**src/rtl/msx_slot_expander.sv**
```systemverilog
// msx_slot_expander
//   Primary/secondary slot decode for an MSX2-style bus.
//   - Primary slot per 16KB page comes from the PPI port A value.
//   - Primary slots flagged in EXPANDED carry a secondary slot register at
//     FFFFh. Reading it returns the inverted value.
//   - Memory-mapper segment registers sit at I/O FCh..FFh. Each register is
//     SEG_W bits wide; unused read-back bits return as ones.
//
// Ports
//   clk, reset_n        system clock, asynchronous active-low reset
//   addr, d_from_cpu    CPU address and write data
//   mreq_n .. rfrsh_n   T80 bus strobes
//   ppi_slot_sel        primary slot register, 2 bits per page
//   SLTSL_n             primary slot selects
//   SSLTSL_n            secondary slot selects, index slot*4+sub
//   CS1_n, CS2_n,
//   CS12_n, CS01_n      page chip selects (reads only)
//   mapper_cs_n         mapped RAM select
//   mapper_addr         mapped RAM address {segment, offset}
//   d_out, d_out_en     register read-back data and its valid flag
module msx_slot_expander #(
  parameter logic [3:0]  EXPANDED    = 4'b1000,
  parameter int unsigned SEG_W       = 8,
  parameter int unsigned MAPPER_SLOT = 3,
  parameter int unsigned MAPPER_SUB  = 0
) (
  input  logic              clk,
  input  logic              reset_n,
  input  logic [15:0]       addr,
  input  logic [7:0]        d_from_cpu,
  input  logic              mreq_n,
  input  logic              iorq_n,
  input  logic              rd_n,
  input  logic              wr_n,
  input  logic              m1_n,
  input  logic              rfrsh_n,
  input  logic [7:0]        ppi_slot_sel,
  output logic [3:0]        SLTSL_n,
  output logic [15:0]       SSLTSL_n,
  output logic              CS1_n,
  output logic              CS2_n,
  output logic              CS12_n,
  output logic              CS01_n,
  output logic              mapper_cs_n,
  output logic [SEG_W+13:0] mapper_addr,
  output logic [7:0]        d_out,
  output logic              d_out_en
);

  localparam logic [SEG_W-1:0] SEG_RST0 = SEG_W'(3);
  localparam logic [SEG_W-1:0] SEG_RST1 = SEG_W'(2);
  localparam logic [SEG_W-1:0] SEG_RST2 = SEG_W'(1);
  localparam logic [SEG_W-1:0] SEG_RST3 = SEG_W'(0);
  localparam int unsigned      MAP_IDX  = MAPPER_SLOT * 4 + MAPPER_SUB;

  logic [1:0]       w_page;
  logic [1:0]       w_p;
  logic [1:0]       w_p3;
  logic             w_memacc;
  logic             w_ffff_hit;
  logic             w_io_hit;
  logic             w_wr_pulse;
  logic             w_rd;
  logic [7:0]       w_seg_rd;
  logic [7:0]       w_ssr [4];

  logic             r_wr_q;
  logic [SEG_W-1:0] r_seg [4];

  assign w_page   = addr[15:14];
  assign w_p      = ppi_slot_sel[{w_page, 1'b0} +: 2];
  assign w_p3     = ppi_slot_sel[7:6];
  assign w_memacc = ~mreq_n & rfrsh_n;
  assign w_rd     = w_memacc & ~rd_n;

  // The subslot register lives in page 3, so it is decoded with the page-3
  // primary slot rather than the current page's slot.
  assign w_ffff_hit = w_memacc & (addr == 16'hFFFF) & EXPANDED[w_p3];

  // m1_n low with iorq_n low is an interrupt acknowledge, never a port access.
  assign w_io_hit = ~iorq_n & m1_n & (addr[7:2] == 6'b111111);

  // wr_q resets low so a write that is already active when reset releases
  // only commits after wr_n has been seen high at least once.
  always_ff @(posedge clk or negedge reset_n) begin
    if (!reset_n) begin
      r_wr_q <= 1'b0;
    end else begin
      r_wr_q <= wr_n;
    end
  end

  assign w_wr_pulse = ~wr_n & r_wr_q;

  for (genvar k = 0; k < 4; k++) begin : g_ssr
    if (EXPANDED[k]) begin : g_exp
      logic [7:0] r_ssr;
      always_ff @(posedge clk or negedge reset_n) begin
        if (!reset_n) begin
          r_ssr <= 8'h00;
        end else if (w_wr_pulse && w_ffff_hit && (w_p3 == 2'(k))) begin
          r_ssr <= d_from_cpu;
        end
      end
      assign w_ssr[k] = r_ssr;
    end else begin : g_flat
      assign w_ssr[k] = 8'h00;
    end
  end

  always_ff @(posedge clk or negedge reset_n) begin
    if (!reset_n) begin
      r_seg[0] <= SEG_RST0;
      r_seg[1] <= SEG_RST1;
      r_seg[2] <= SEG_RST2;
      r_seg[3] <= SEG_RST3;
    end else if (w_wr_pulse && w_io_hit) begin
      r_seg[addr[1:0]] <= d_from_cpu[SEG_W-1:0];
    end
  end

  for (genvar k = 0; k < 4; k++) begin : g_sltsl
    assign SLTSL_n[k] = ~(w_memacc & (w_p == 2'(k)) & ~w_ffff_hit);

    for (genvar s = 0; s < 4; s++) begin : g_sub
      if (EXPANDED[k]) begin : g_exp
        // Only the subslot chosen for this page follows the primary select.
        assign SSLTSL_n[k*4+s] = (w_ssr[k][{w_page, 1'b0} +: 2] == 2'(s)) ?
                                 SLTSL_n[k] : 1'b1;
      end else begin : g_flat
        assign SSLTSL_n[k*4+s] = 1'b1;
      end
    end
  end

  assign CS1_n  = ~(w_rd & (w_page == 2'd1));
  assign CS2_n  = ~(w_rd & (w_page == 2'd2));
  assign CS12_n = ~(w_rd & ((w_page == 2'd1) | (w_page == 2'd2)));
  assign CS01_n = ~(w_rd & ((w_page == 2'd0) | (w_page == 2'd1)));

  if (EXPANDED[MAPPER_SLOT]) begin : g_map_exp
    assign mapper_cs_n = SSLTSL_n[MAP_IDX];
  end else begin : g_map_flat
    assign mapper_cs_n = SLTSL_n[MAPPER_SLOT];
  end

  assign mapper_addr = {r_seg[w_page], addr[13:0]};

  always_comb begin
    w_seg_rd              = 8'hFF;
    w_seg_rd[SEG_W-1:0]   = r_seg[addr[1:0]];
    d_out                 = 8'hFF;
    d_out_en              = 1'b0;
    if (w_ffff_hit && !rd_n) begin
      d_out    = ~w_ssr[w_p3];
      d_out_en = 1'b1;
    end else if (w_io_hit && !rd_n) begin
      d_out    = w_seg_rd;
      d_out_en = 1'b1;
    end
  end

endmodule

```
**config.mk**
```make
export PLATFORM = sky130hd
export DESIGN_NAME = msx_slot_expander
export DESIGN_NICKNAME = d
export VERILOG_FILES = /design/src/rtl/msx_slot_expander.sv
export SDC_FILE = /design/constraint.sdc
export NUM_CORES = 1
export LEC_CHECK = 0
export CORE_ASPECT_RATIO = 2
export CORE_MARGIN = 2
export CORE_UTILIZATION = 44
export DETAILED_ROUTE_END_ITERATION = 12
export GPL_TIMING_DRIVEN = 0
export PLACE_DENSITY = 0.77
export REMOVE_ABC_BUFFERS = 1
export SYNTH_ARGS = -nofsm -noshare
export SYNTH_HDL_FRONTEND = slang
export SYNTH_SLANG_ARGS = --single-unit
```
**constraint.sdc**
```tcl
create_clock -name clk -period 4.6 [get_ports clk]
set_input_delay 1.15 -clock clk [delete_from_list [all_inputs] [get_ports clk]]
set_output_delay 1.15 -clock clk [all_outputs]
set_load 0.01 [all_outputs]
```
# Yosys cells after proc, flatten, opt, wreduce, memory -nomap -nowiden
# Cells that the tools add are included.
[totals] register_bits=41 out_inout_bits=56 elab_cells=94
[op_classes] order_cmp=5 eq_ne=11 n_shift=2 mux=22 bitwise=38 reduce_logical=10
[ops] op="$mux 8" count=9
[ops] op="$bmux 8 s2" count=3
[ops] op="$bwmux 32" count=1
[ops] op="$and 1x1->1" count=19
[ops] op="$demux 8 s2" count=1
[ops] op="$eq 16x16->1 const B" count=1
[ops] op="$shiftx 8x4->2" count=2
[ops] op="$not 1->1" count=13
[ops] op="$eq 2x2->1 const B" count=6
[ops] op="$ge 3x3->1 const B" count=3
[ops] op="$not 2->3" count=3
[ops] op="$not 8->8" count=1
[ops] op="$mux 1" count=7
[ops] op="$eq 2x1->1 const B" count=3
[ops] op="$eq 6x6->1 const B" count=1
[ops] op="$logic_and 1x1->1" count=6
[ops] op="$logic_not 2->1" count=3
[ops] op="$lt 2x3->1 const B" count=1
[ops] op="$lt 3x1->1 const B" count=1
[ops] op="$bmux 1 s2" count=1
[ops] op="$or 1x1->1" count=2
[ops] op="$logic_not 1->1" count=1

# Longest topological paths before layout
# Gate-level depths: netlist of the first run.
[depth] ltp_word=8 mapped_depth=6

# Least setup slack after synthesis of the first run
# No wires, ideal clock.
[synth_timing] path_type="input port to output port" from="in addr[14]" to="out SSLTSL_n[12]" arrival_time_ns=2.468 required_time_ns=3.450 path_slack_ns=0.982 cell_stages=6 path_buffers=2 path_cell_list="buf_2 -> mux4_2 -> inv_1 -> a211oi_1 -> nand2_1 -> buf_4"
[synth_between] elab_chain_cells=7 elab_cells_between_ends=12 classes_between="eq/ne: 2; shift: 2; mux: 1; bitwise: 6; reduce/logical: 1"
[synth_rtl] element="start, declared" line="29" rtl="input logic [15:0] addr,"
[synth_rtl] element="branches (longest 6 deep; another with $shiftx 8x4->2)"
[synth_rtl] element="$mux 1 *" line="128" rtl="assign SSLTSL_n[k*4+s] = (w_ssr[k][{w_page, 1'b0} +: 2] == 2'(s)) ?"
[synth_rtl] element="end, declared" line="39" rtl="output logic [15:0] SSLTSL_n,"
# Every way passes the cells marked *.

# Worst setup path in the final report of the first run
[layout_timing] from="in addr[14]" to="out d_out[3]"
[layout_between] elab_chain_cells=5
[layout_rtl] element="$eq 16x16->1" line="78" rtl="assign w_ffff_hit = w_memacc & (addr == 16'hFFFF) & EXPANDED[w_p3];"
[layout_rtl] element="$and 1x1->1 (2 in a row)" line="78"
[layout_rtl] element="$logic_and 1x1->1" line="154" rtl="if (w_ffff_hit && !rd_n) begin"
[layout_rtl] element="$mux 8" line="154"
[layout_rtl] element="end, declared" line="46" rtl="output logic [7:0] d_out,"
# No other way between the ends.

==> results by group, run 1 <==
Routing
  – Total length of routed wires: 6320 um
  – Detailed-route wire length per cell: 19.1 um
  – Initial drt markers: 24
  – Vias per inst: 5.69
  – Number of optimization iterations in the first detailed-route pass: 4
  – DRC errors left: 0
  – Detailed-route via count: 1878
  – Final antenna-violating net count: 0

Job
  – MaxCap Viol Count: 0

STA
  – Final-report setup violation count: 0
  – Worst Clk Skew: 0.00568 ns
  – Pins over their slew limit: 0
  – Unrepaired setup endpoints after global routing: false
  – Final worst setup slack: 0.0913 ns
  – Share of the cycle needed by the critical path after routing: 98.0%
  – Hold_ws: 0.524 ns
  – Hold Vio Cnt, Final: 0
  – Time the final worst path needs with I/O delays and setup: 4.51 ns
  – Peak clock frequency supported by timing: 222 MHz

GRT
  – Via count of the first global-routing pass: 1989
  – First-pass GRT wire length: 10300 um
  – GR Util All Layers: 21.2%
  – Maximum number of pins on one net before global-route repair: 41
  – Number of antenna violations at the first check in global routing: 0
  – Global route total overflow: 0

Place
  – Place WS: -0.944 ns
  – Placed instance count: 318
  – Half-perimeter wire length after placement: 4730 um
  – Post-placement cell area: 3330 sq um
  – Count of buffers from port buffering: 83
  – Gp weighted congestion: 0.811

Critical path
  – Type of the setup path with the least slack: in2out
  – Crit path capture type: output port
  – Critical path arrival: 3.36 ns
  – Maximum fanout encountered on the critical timing path: 17
  – Setup crit start kind: input pin
  – Cell-by-cell trace of the critical path: clkbuf_4 > ha_1 > nand4_1 > nor4_4 > or3_4 > a2bb2oi_1 > clkdlybuf4s50_1
  – Delay of the slowest cell on the worst path: 0.59 ns
  – CP max-delay cell: clkdlybuf4s50_1
  – Data required time at the worst endpoint: 3.45 ns

Synth
  – Sequential area share after synthesis: 39.7%
  – Dominant synthesized flop cell: dfrtp_1
  – Average cell area after synthesis: 13.2 sq um
  – Number of distinct standard cells referenced by the synthesized netlist: 31
  – FFs w/ async S/R, synth: 100%
  – Register bit total from synthesis: 41
  – Synth top area share: 35.7%
  – Synthesized cell area: 2600 sq um
  – Dominant cell type by area after synthesis: dfrtp_1
  – Number of enable flip-flop cells after synthesis: 0
  – Synthesis warning total: 0
  – Number of instances in the synthesized netlist: 196
  – Synth top area cells: dfrtp_1, mux2_2, mux4_2

Clock tree
  – Source-to-sink clock delay at the later pin of the worst-skew pair: 0.29 ns
  – CTS H-tree lvls: 2
  – Buffer type at the clock tree root: clkbuf_16
  – Number of buffers inserted for hold repair after clock tree synthesis: 0
  – TritonCTS clock tree: yes
  – Number of clock sinks seen by CTS: 41
  – Clock buffer count from CTS: 5
  – Max clock buf depth: 2
  – CTS clock-pin slew for the worst setup and hold paths: 0.05 ns

Floorplan
  – Initial Util: 45.5%
  – Number of top-level pins: 96
  – # rows: 39
  – Die Y-Extent: 113 um
  – Die area: 6570 sq um
  – Placeable Area: 5710 sq um
  – Horiz. Die Dim: 58.3 um

Cells and area
  – Commonest non-fill, non-tap cells in the layout: clkdlybuf4s50_1, mux2_2, dfrtp_1, mux4_2, conb_1
  – Area of all placed cells without fillers: 3520 sq um
  – # nets final: 312
  – Leading cell type in the layout, fill and taps excluded: clkdlybuf4s50_1
  – Antenna diode count: 0
  – Final cell count without fillers: 330
  – Share of layout cells above drive strength 1: 34.2%
  – Layout area overhead: 35.4%

Pwr
  – Overall power of the completed layout: 849 uW
  – Peak supply drop: 0.339 mV
  – Power density of the placed cells: 242 nW/um^2
  – Leakage power summed over all cells: 0.00158 uW

Hold path
  – Class of the worst hold path: reg2reg

Outcome
  – Status: finished clean
sequential cells by signal (all words and copies together) (netlist names):
register / flops
g_ssr.g_exp.r_ssr: 8
r_wr_q: 1
r_seg: 32
where the power goes:
| part | leakage [uW] | switching, uW | internal [uW] |
|---|---|---|---|
| clock | 0.0000799 | 136 | 230 |
| sequential | 0.000555 | 1.86 | 364 |
| combinational | 0.000944 | 54.4 | 63.6 |
repair_timing:
action	4_1_cts	5_1_grt
setup buffers	0	4
pin swaps	0	2
endpoints found under the setup margin	29	11
gates resized for setup	16	7
metrics by stage:
step                      setup TNS [ns]  utilization [%]
after global routing                   0             61.6
after CTS                              0             61.1
after global placement            -13.34             58.0
after floorplan                        0                -
after detailed placement          -13.55             58.3
final                                  0             61.6
path summary, 6_finish.rpt:
path | start | endpoint | slack (ns) | depth (start not counted)
min in group asynchronous | reset_n | r_seg[24] | 0.83 | 1
setup reg to reg | r_wr_q | r_seg[12] | 3.04 | 4
max in group asynchronous | reset_n | r_seg[17] | 3.49 | 2
setup / recovery | addr[14] | d_out[3] | 0.09 | 7
hold / removal | r_seg[11] | r_seg[11] | 0.52 | 1
hold reg to reg | r_seg[11] | r_seg[11] | 0.52 | 1
cells in the mapped netlist, types with 3 or more instances:
master,number
inv_1,4
nor2_1,5
dfrtp_1,37
buf_4,27
nand2b_1,4
nand2_1,10
ha_1,4
mux2_2,41
mux4_2,19
buf_2,4
nand3b_1,3
dfstp_2,4
nand4_1,3
a2bb2oi_1,9
final cells by class:
class / count / area [sq um]
clock inverters: 1 / 5.00
clock buffers: 7 / 153
fillers: 486 / 2190
flip-flops and latches: 41 / 1030
well taps: 61 / 76.3
multi-input cells: 128 / 1370
repair buffers: 88 / 867
inverters: 4 / 15.0
cell families after synthesis:
logic type | count (synthesis) | share of synthesized area (%)
AOI/OAI and AO/OA | 13 | 4.05
adders and majority gates | 4 | 1.93
buffers and inverters | 38 | 9.59
DFF | 41 | 39.7
muxes | 61 | 34.7
other | 1 | 0.144
and+or+nand+nor | 38 | 9.93
per-layer routing:
layer / GRT usage, % / vias up / share of wire [%]
met4: 10.4 / 0 / 2.8
met2: 38.1 / 79 / 57
li1: - / 840 / -
met3: 4.03 / 10 / 6.6
met1: 22.7 / 949 / 33
met5: 0 / - / 0
worst max-delay path: cells and delay by family:
kind / cells / cell delay, ns
AO/OA/AOI/OAI: 1 / 0.27
AND/OR/NAND/NOR: 3 / 0.80
adder cells (fa/ha/maj): 1 / 0.21
buffers and inverters: 2 / 0.91
Power figures use the tool's default switching activity.
==> run 2, diff against run 1 <==
- ABC_AREA: unset -> 1
- MAX_ROUTING_LAYER: unset -> met4
- PLACE_DENSITY: 0.77 -> 0.76
==> results by group, run 2 <==
Outcome
  – Status: finished clean (unchanged)

Synth
  – Average cell area after synthesis: 7.02 sq um (was 13.2 sq um)
  – Number of instances in the synthesized netlist: 404 (was 196)
  – Register bit total from synthesis: 41 (unchanged)
  – Number of distinct standard cells referenced by the synthesized netlist: 28 (was 31)
  – Dominant synthesized flop cell: dfrtp_1 (unchanged)
  – Synthesized cell area: 2840 sq um (was 2600 sq um)
  – Synth top area share: 32.6% (was 35.7%)
  – Leading post-synthesis cells by instance count: nand2_1, o21ai_0, inv_1 (was mux2_2, dfrtp_1, buf_4)
  – Dominant cell type by area after synthesis: dfrtp_1 (unchanged)
  – Synthesis warning total: 0 (unchanged)
  – Number of enable flip-flop cells after synthesis: 0 (unchanged)
  – FFs w/ async S/R, synth: 100% (unchanged)
  – Synth top area cells: dfrtp_1, nand2_1, o21ai_0 (was dfrtp_1, mux2_2, mux4_2)
  – Most frequently used cell type in the post-synthesis netlist: nand2_1 (was mux2_2)
  – Sequential area share after synthesis: 36.3% (was 39.7%)

Pwr
  – Net switching power: 222 uW (was 193 uW)
  – Power density of the placed cells: 256 nW/um^2 (was 242 nW/um^2)
  – Combinational fraction of design power: 15.3% (was 13.9%)
  – Clock network fraction of design power: 46.7% (was 43.1%)
  – Peak supply drop: 0.314 mV (was 0.339 mV)
  – Switching part of the total power: 23.0% (was 22.7%)
  – Leakage power summed over all cells: 0.00174 uW (was 0.00158 uW)
  – Register share of total power: 38.0% (was 43.0%)
  – Internal power summed over all cells: 742 uW (was 657 uW)

Critical path
  – Data required time at the worst endpoint: 3.45 ns (about the same)
  – Critical register-to-register path endpoint: r_seg[26] (was r_seg[12])
  – Logic depth of the worst register-to-register path: 4 (unchanged)
  – Delay of the slowest cell on the worst path: 0.59 ns (about the same)
  – Worst flop-to-flop path startpoint: r_wr_q (unchanged)
  – Setup slack on the worst flop-to-flop path: 2.82 ns (was 3.04 ns)
  – Critical path arrival: 3.25 ns (was 3.36 ns)
  – Cell-by-cell trace of the critical path: clkdlybuf4s50_1 > nand2_1 > clkinv_2 > nand2_2 > nor2_8 > nand2_4 > nand3_1 > nand2_1 > inv_1 > clkdlybuf4s50_1 (was clkbuf_4 > ha_1 > nand4_1 > nor4_4 > or3_4 > a2bb2oi_1 > clkdlybuf4s50_1)
  – CP max-delay cell: clkdlybuf4s50_1 (unchanged)
  – Type of the setup path with the least slack: in2out (unchanged)
  – Crit path capture type: output port (unchanged)
  – CP endpoint: d_out[4] (was d_out[3])
  – Setup crit start kind: input pin (unchanged)
  – Maximum fanout encountered on the critical timing path: 13 (was 17)
  – Timing startpoint of the critical path: addr[1] (was addr[14])

Cells and area
  – Registers with the highest flip-flop counts: r_seg (32), g_ssr.g_exp.r_ssr (8), r_wr_q (1) (unchanged)
  – Utilization after layout: 60.2% (was 61.6%)
  – Leading cell type in the layout, fill and taps excluded: nand2_1 (was clkdlybuf4s50_1)
  – Share of layout cells above drive strength 1: 9.98% (was 34.2%)
  – # fillers: 601 (was 486)
  – Max FFs per register: 32 (unchanged)
  – Register ranked first by flip-flop count: r_seg (unchanged)
  – Antenna diode count: 0 (unchanged)
  – Commonest non-fill, non-tap cells in the layout: nand2_1, clkdlybuf4s50_1, o21ai_0, inv_1, dfrtp_1 (was clkdlybuf4s50_1, mux2_2, dfrtp_1, mux4_2, conb_1)
  – # nets final: 514 (was 312)
  – Area of all placed cells without fillers: 3770 sq um (was 3520 sq um)
  – Layout area overhead: 32.7% (was 35.4%)

GRT
  – Maximum number of pins on one net before global-route repair: 42 (was 41)
  – Global route total overflow: 0 (unchanged)
  – First-pass GRT wire length: 12400 um (was 10300 um)
  – Via count of the first global-routing pass: 2675 (was 1989)
  – Number of antenna violations at the first check in global routing: 0 (unchanged)
  – GR Util All Layers: 23.4% (was 21.2%)

Clock tree
  – Clock buffer count from CTS: 5 (unchanged)
  – Number of buffers inserted for hold repair after clock tree synthesis: 0 (unchanged)
  – Max clock buf depth: 2 (unchanged)
  – Source-to-sink clock delay at the later pin of the worst-skew pair: 0.29 ns (about the same)
  – Buffer type at the clock tree root: clkbuf_16 (unchanged)
  – Number of clock sinks seen by CTS: 41 (unchanged)
  – TritonCTS clock tree: yes (unchanged)
  – CTS H-tree lvls: 2 (unchanged)
  – CTS clock-pin slew for the worst setup and hold paths: 0.06 ns (was 0.05 ns)

Floorplan
  – Die area: 7150 sq um (was 6570 sq um)
  – # rows: 41 (was 39)
  – Placeable Area: 6260 sq um (was 5710 sq um)
  – Die Y-Extent: 118 um (was 113 um)
  – Horiz. Die Dim: 60.8 um (was 58.3 um)
  – Number of top-level pins: 96 (unchanged)
  – Initial Util: 45.3% (was 45.5%)

Routing
  – Final antenna-violating net count: 0 (unchanged)
  – Initial drt markers: 104 (was 24)
  – Total length of routed wires: 7610 um (was 6320 um)
  – Detailed-route wire length per cell: 13.7 um (was 19.1 um)
  – Detailed-route via count: 2735 (was 1878)
  – DRC errors left: 0 (unchanged)
  – Number of optimization iterations in the first detailed-route pass: 4 (unchanged)
  – Vias per inst: 4.91 (was 5.69)

STA
  – Pins over their slew limit: 0 (unchanged)
  – Worst Clk Skew: 0.00941 ns (was 0.00568 ns)
  – Unrepaired setup endpoints after global routing: false (unchanged)
  – Relative slew slack: 39.6%
  – Peak clock frequency supported by timing: 227 MHz (was 222 MHz)
  – Pin slew with the least headroom to its limit: 0.907 ns
  – Final-report setup violation count: 0 (unchanged)
  – Share of the cycle needed by the critical path after routing: 95.7% (was 98.0%)
  – Time the final worst path needs with I/O delays and setup: 4.40 ns (was 4.51 ns)
  – Hold Vio Cnt, Final: 0 (unchanged)

Place
  – Half-perimeter wire length after placement: 5560 um (was 4730 um)
  – Post-placement cell area: 3530 sq um (was 3330 sq um)
  – Count of buffers from port buffering: 83 (unchanged)
  – Gp weighted congestion: 0.900 (was 0.811)

Hold path
  – Class of the worst hold path: reg2reg (unchanged)
  – Hold path startpoint: r_seg[15] (was r_seg[11])

Job
  – MaxCap Viol Count: 0 (unchanged)
==> run 2: power groups by stage <==
stage	registers, uW	logic, uW	clock network [uW]
floorplan	372	52.3	0
global placement	372	143	0
detailed placement	372	145	0
CTS	366	149	455
global route	366	164	471
finish	366	148	450
==> run 2: cells by family after synthesis <==
| group | Yosys count | share of synthesized area (%) |
|---|---|---|
| fa+ha+maj | 4 | 1.76 |
| flops | 41 | 36.3 |
| buf+inv | 86 | 16.0 |
| other cells | 1 | 0.132 |
| compound gates | 80 | 15.9 |
| simple gates | 192 | 29.9 |
==> run 2: worst max-delay path: cells and delay by family <==
kind / cells / cell delay (ns)
buf+inv: 4 / 1.34
simple gates: 6 / 0.75
==> run 2: timing repair <==
action | 4_1_cts | 5_1_grt
gates resized for setup | 6 | 7
pin swaps | 0 | 0
cloned | 1 | 0
hold endpoints to repair | 0 | 0
setup buffers | 4 | 0
setup endpoints to repair | 29 | 27
==> run 2: worst min path at each step <==
| stage | end | slack [ns] | depth (start not counted) |
|---|---|---|---|
| final | r_seg[15] | 0.49 | 2 |
| after global routing | r_seg[10] | 0.51 | 2 |
| after CTS | r_seg[15] | 0.49 | 2 |
| after detailed placement | r_seg[15] | 0.48 | 2 |
| after global placement | r_seg[15] | 0.47 | 2 |
| after floorplan | r_seg[15] | 0.45 | 2 |
==> run 2: through the flow <==
stage                     instances  worst slack, ns  total power (uW)  hold slack, ns  setup TNS, ns
after global routing            557           0.0403              1000           0.510              0
after CTS                       557         -0.00595               970           0.494       -0.00595
final                           557            0.197               963           0.491              0
after detailed placement        544           -0.825               517           0.479         -16.38
after global placement          544           -0.772               515           0.472         -15.23
after floorplan                 375             1.20               424           0.453              0
==> run 2: final cells by class <==
class	instances	area [sq um]	share of cell area [%]
clock buffers	5	125	3.32
multi-input cells	288	1410	37.3
inverters	46	181	4.82
well taps	86	108	2.86
flip-flops and latches	41	1030	27.4
repair inverters	1	5.00	0.133
clock inverters	3	65.1	1.73
repair buffers	87	846	22.5
==> run 2: per-layer routing <==
layer  GRT usage [%]  up-vias  wire length [um]
met3            3.52       13               402
met5               -        -                 0
met4            9.24        0               184
met1            24.7     1234              2800
met2            41.5      107              4230
li1                -     1381                 -
==> run 3, diff against run 2 <==
- CORE_MARGIN: 2 -> unset
- SETUP_SLACK_MARGIN: unset -> 0.02
==> results by group, run 3 (synthesis gave the netlist of run 2 again) <==
Routing
  – DRC errors left: 0 (unchanged)
  – Number of optimization iterations in the first detailed-route pass: 4 (unchanged)
  – Final antenna-violating net count: 0 (unchanged)
  – Detailed-route wire length per cell: 13.5 um (was 13.7 um)
  – Detailed-route via count: 2750 (was 2735)
  – Total length of routed wires: 7520 um (was 7610 um)
  – Vias per inst: 4.94 (was 4.91)
  – Initial drt markers: 135 (was 104)

Critical path
  – Type of the setup path with the least slack: in2out (unchanged)
  – Setup slack on the worst flop-to-flop path: 2.78 ns (was 2.82 ns)
  – Setup crit start kind: input pin (unchanged)
  – Critical path arrival: 3.26 ns (was 3.25 ns)
  – Crit path capture type: output port (unchanged)
  – Data required time at the worst endpoint: 3.45 ns (about the same)
  – Maximum fanout encountered on the critical timing path: 13 (unchanged)

Clock tree
  – Source-to-sink clock delay at the later pin of the worst-skew pair: 0.29 ns (about the same)
  – Number of clock sinks seen by CTS: 41 (unchanged)
  – CTS H-tree lvls: 2 (unchanged)
  – Buffer type at the clock tree root: clkbuf_16 (unchanged)
  – TritonCTS clock tree: yes (unchanged)
  – CTS clock-pin slew for the worst setup and hold paths: 0.06 ns (about the same)
  – Clock buffer count from CTS: 5 (unchanged)
  – Max clock buf depth: 2 (unchanged)

Floorplan
  – Placeable Area: 6260 sq um (unchanged)
  – Initial Util: 45.3% (unchanged)
  – Number of top-level pins: 96 (unchanged)
  – Die area: 6790 sq um (was 7150 sq um)
  – Die Y-Extent: 116 um (was 118 um)
  – Horiz. Die Dim: 58.8 um (was 60.8 um)
  – # rows: 41 (unchanged)

Place
  – Gp weighted congestion: 0.856 (was 0.900)
  – Count of buffers from port buffering: 83 (unchanged)
  – Half-perimeter wire length after placement: 5460 um (was 5560 um)
  – Placed instance count: 544 (unchanged)

Cells and area
  – Registers with the highest flip-flop counts: r_seg (32), g_ssr.g_exp.r_ssr (8), r_wr_q (1) (unchanged)
  – Commonest non-fill, non-tap cells in the layout: nand2_1, clkdlybuf4s50_1, o21ai_0, inv_1, dfrtp_1 (unchanged)
  – Final cell count without fillers: 557 (unchanged)
  – Max FFs per register: 32 (unchanged)
  – Share of layout cells above drive strength 1: 9.55% (was 9.98%)
  – # nets final: 514 (unchanged)
  – Antenna diode count: 0 (unchanged)
  – Utilization after layout: 59.6% (was 60.2%)
  – Layout area overhead: 31.5% (was 32.7%)
  – Leading cell type in the layout, fill and taps excluded: nand2_1 (unchanged)
  – Register ranked first by flip-flop count: r_seg (unchanged)

STA
  – Final-report setup violation count: 0 (unchanged)
  – Worst Clk Skew: 0.00560 ns (was 0.00941 ns)
  – Pins over their slew limit: 0 (unchanged)
  – Relative slew slack: 39.9% (was 39.6%)
  – Hold Vio Cnt, Final: 0 (unchanged)
  – Share of the cycle needed by the critical path after routing: 95.8% (was 95.7%)
  – Time the final worst path needs with I/O delays and setup: 4.41 ns (was 4.40 ns)
  – Pin slew with the least headroom to its limit: 0.902 ns (was 0.907 ns)
  – Peak clock frequency supported by timing: 227 MHz (about the same)
  – Unrepaired setup endpoints after global routing: true (was false)

Job
  – MaxCap Viol Count: 0 (unchanged)

Pwr
  – Switching part of the total power: 24.8% (was 23.0%)
  – Register share of total power: 42.4% (was 38.0%)
  – Peak supply drop: 0.324 mV (was 0.314 mV)
  – Overall power of the completed layout: 862 uW (was 963 uW)
  – Internal power summed over all cells: 649 uW (was 742 uW)
  – Clock network fraction of design power: 40.5% (was 46.7%)
  – Combinational fraction of design power: 17.1% (was 15.3%)
  – Leakage power summed over all cells: 0.00173 uW (was 0.00174 uW)
  – Net switching power: 213 uW (was 222 uW)
  – Power density of the placed cells: 231 nW/um^2 (was 256 nW/um^2)

GRT
  – Number of antenna violations at the first check in global routing: 0 (unchanged)
  – GR Util All Layers: 25.3% (was 23.4%)
  – Via count of the first global-routing pass: 2579 (was 2675)
  – Global route total overflow: 0 (unchanged)
  – First-pass GRT wire length: 12400 um (about the same)
  – Maximum number of pins on one net before global-route repair: 42 (unchanged)

Hold path
  – Class of the worst hold path: reg2reg (unchanged)

Outcome
  – Status: finished clean (unchanged)
==> run 3: routing by layer <==
metal,share of wire (%),vias up,GRT usage [%]
met5,0,-,-
met4,3.4,0,12.1
met3,4.2,22,4.80
met2,55,90,44.4
met1,38,1254,26.2
li1,-,1384,-
==> run 3: worst paths after layout <==
| check | start | end | cells past startpoint |
|---|---|---|---|
| max in group asynchronous | reset_n | r_seg[10] | 1 |
| hold reg to reg | r_seg[8] | r_seg[8] | 2 |
| hold / removal | r_seg[8] | r_seg[8] | 2 |
| setup reg to reg | r_wr_q | r_seg[28] | 4 |
| min in group asynchronous | reset_n | r_seg[30] | 1 |
| setup / recovery | addr[0] | SSLTSL_n[12] | 10 |
==> run 3: per-stage QoR <==
step / hold WS (ns) / TNS (ns) / area (sq um) / setup slack [ns]
6_report: 0.487 / 0 / 3730 / 0.193
2_1_floorplan: 0.453 / 0 / 2600 / 1.20
5_1_grt: 0.504 / 0 / 3730 / 0.0200
4_1_cts: 0.491 / 0 / 3720 / 0.0204
3_3_place_gp: 0.472 / -14.85 / 3540 / -0.795
3_5_place_dp: 0.477 / -16.38 / 3530 / -0.886
==> run 3: final cells by class <==
cell class | instances | area, sq um
Clock buffer | 8 | 146
Fill cell | 595 | 2530
Inverter | 46 | 181
Multi-Input combinational cell | 288 | 1410
Sequential cell | 41 | 1030
Tap cell | 86 | 108
Timing Repair Buffer | 87 | 855
Timing Repair inverter | 1 | 5.00
==> run 3: power groups by stage <==
stage	Sequential (uW)	Combinational (uW)	Clock, uW
6_report	366	147	349
5_1_grt	366	162	371
4_1_cts	366	148	357
3_5_place_dp	372	144	0
3_3_place_gp	372	143	0
2_1_floorplan	372	52.3	0
==> run 3: worst max-delay path: stages <==
cell and delay, ns:
clkdlybuf4s50_1 0.58, nand2_1 0.10, clkinv_2 0.16, nand2_2 0.11, nor2_8 0.20, nand2_4 0.14
nand2_1 0.11, nor2_2 0.06, nand2_1 0.08, clkdlybuf4s50_1 0.55
==> run 3: timing repair <==
item	in CTS	in global routing
resized for setup	10	4
setup endpoints to repair	29	15
cloned	1	0
setup buffers	4	0
hold buffers	0	0
endpoints found under the hold margin	0	0
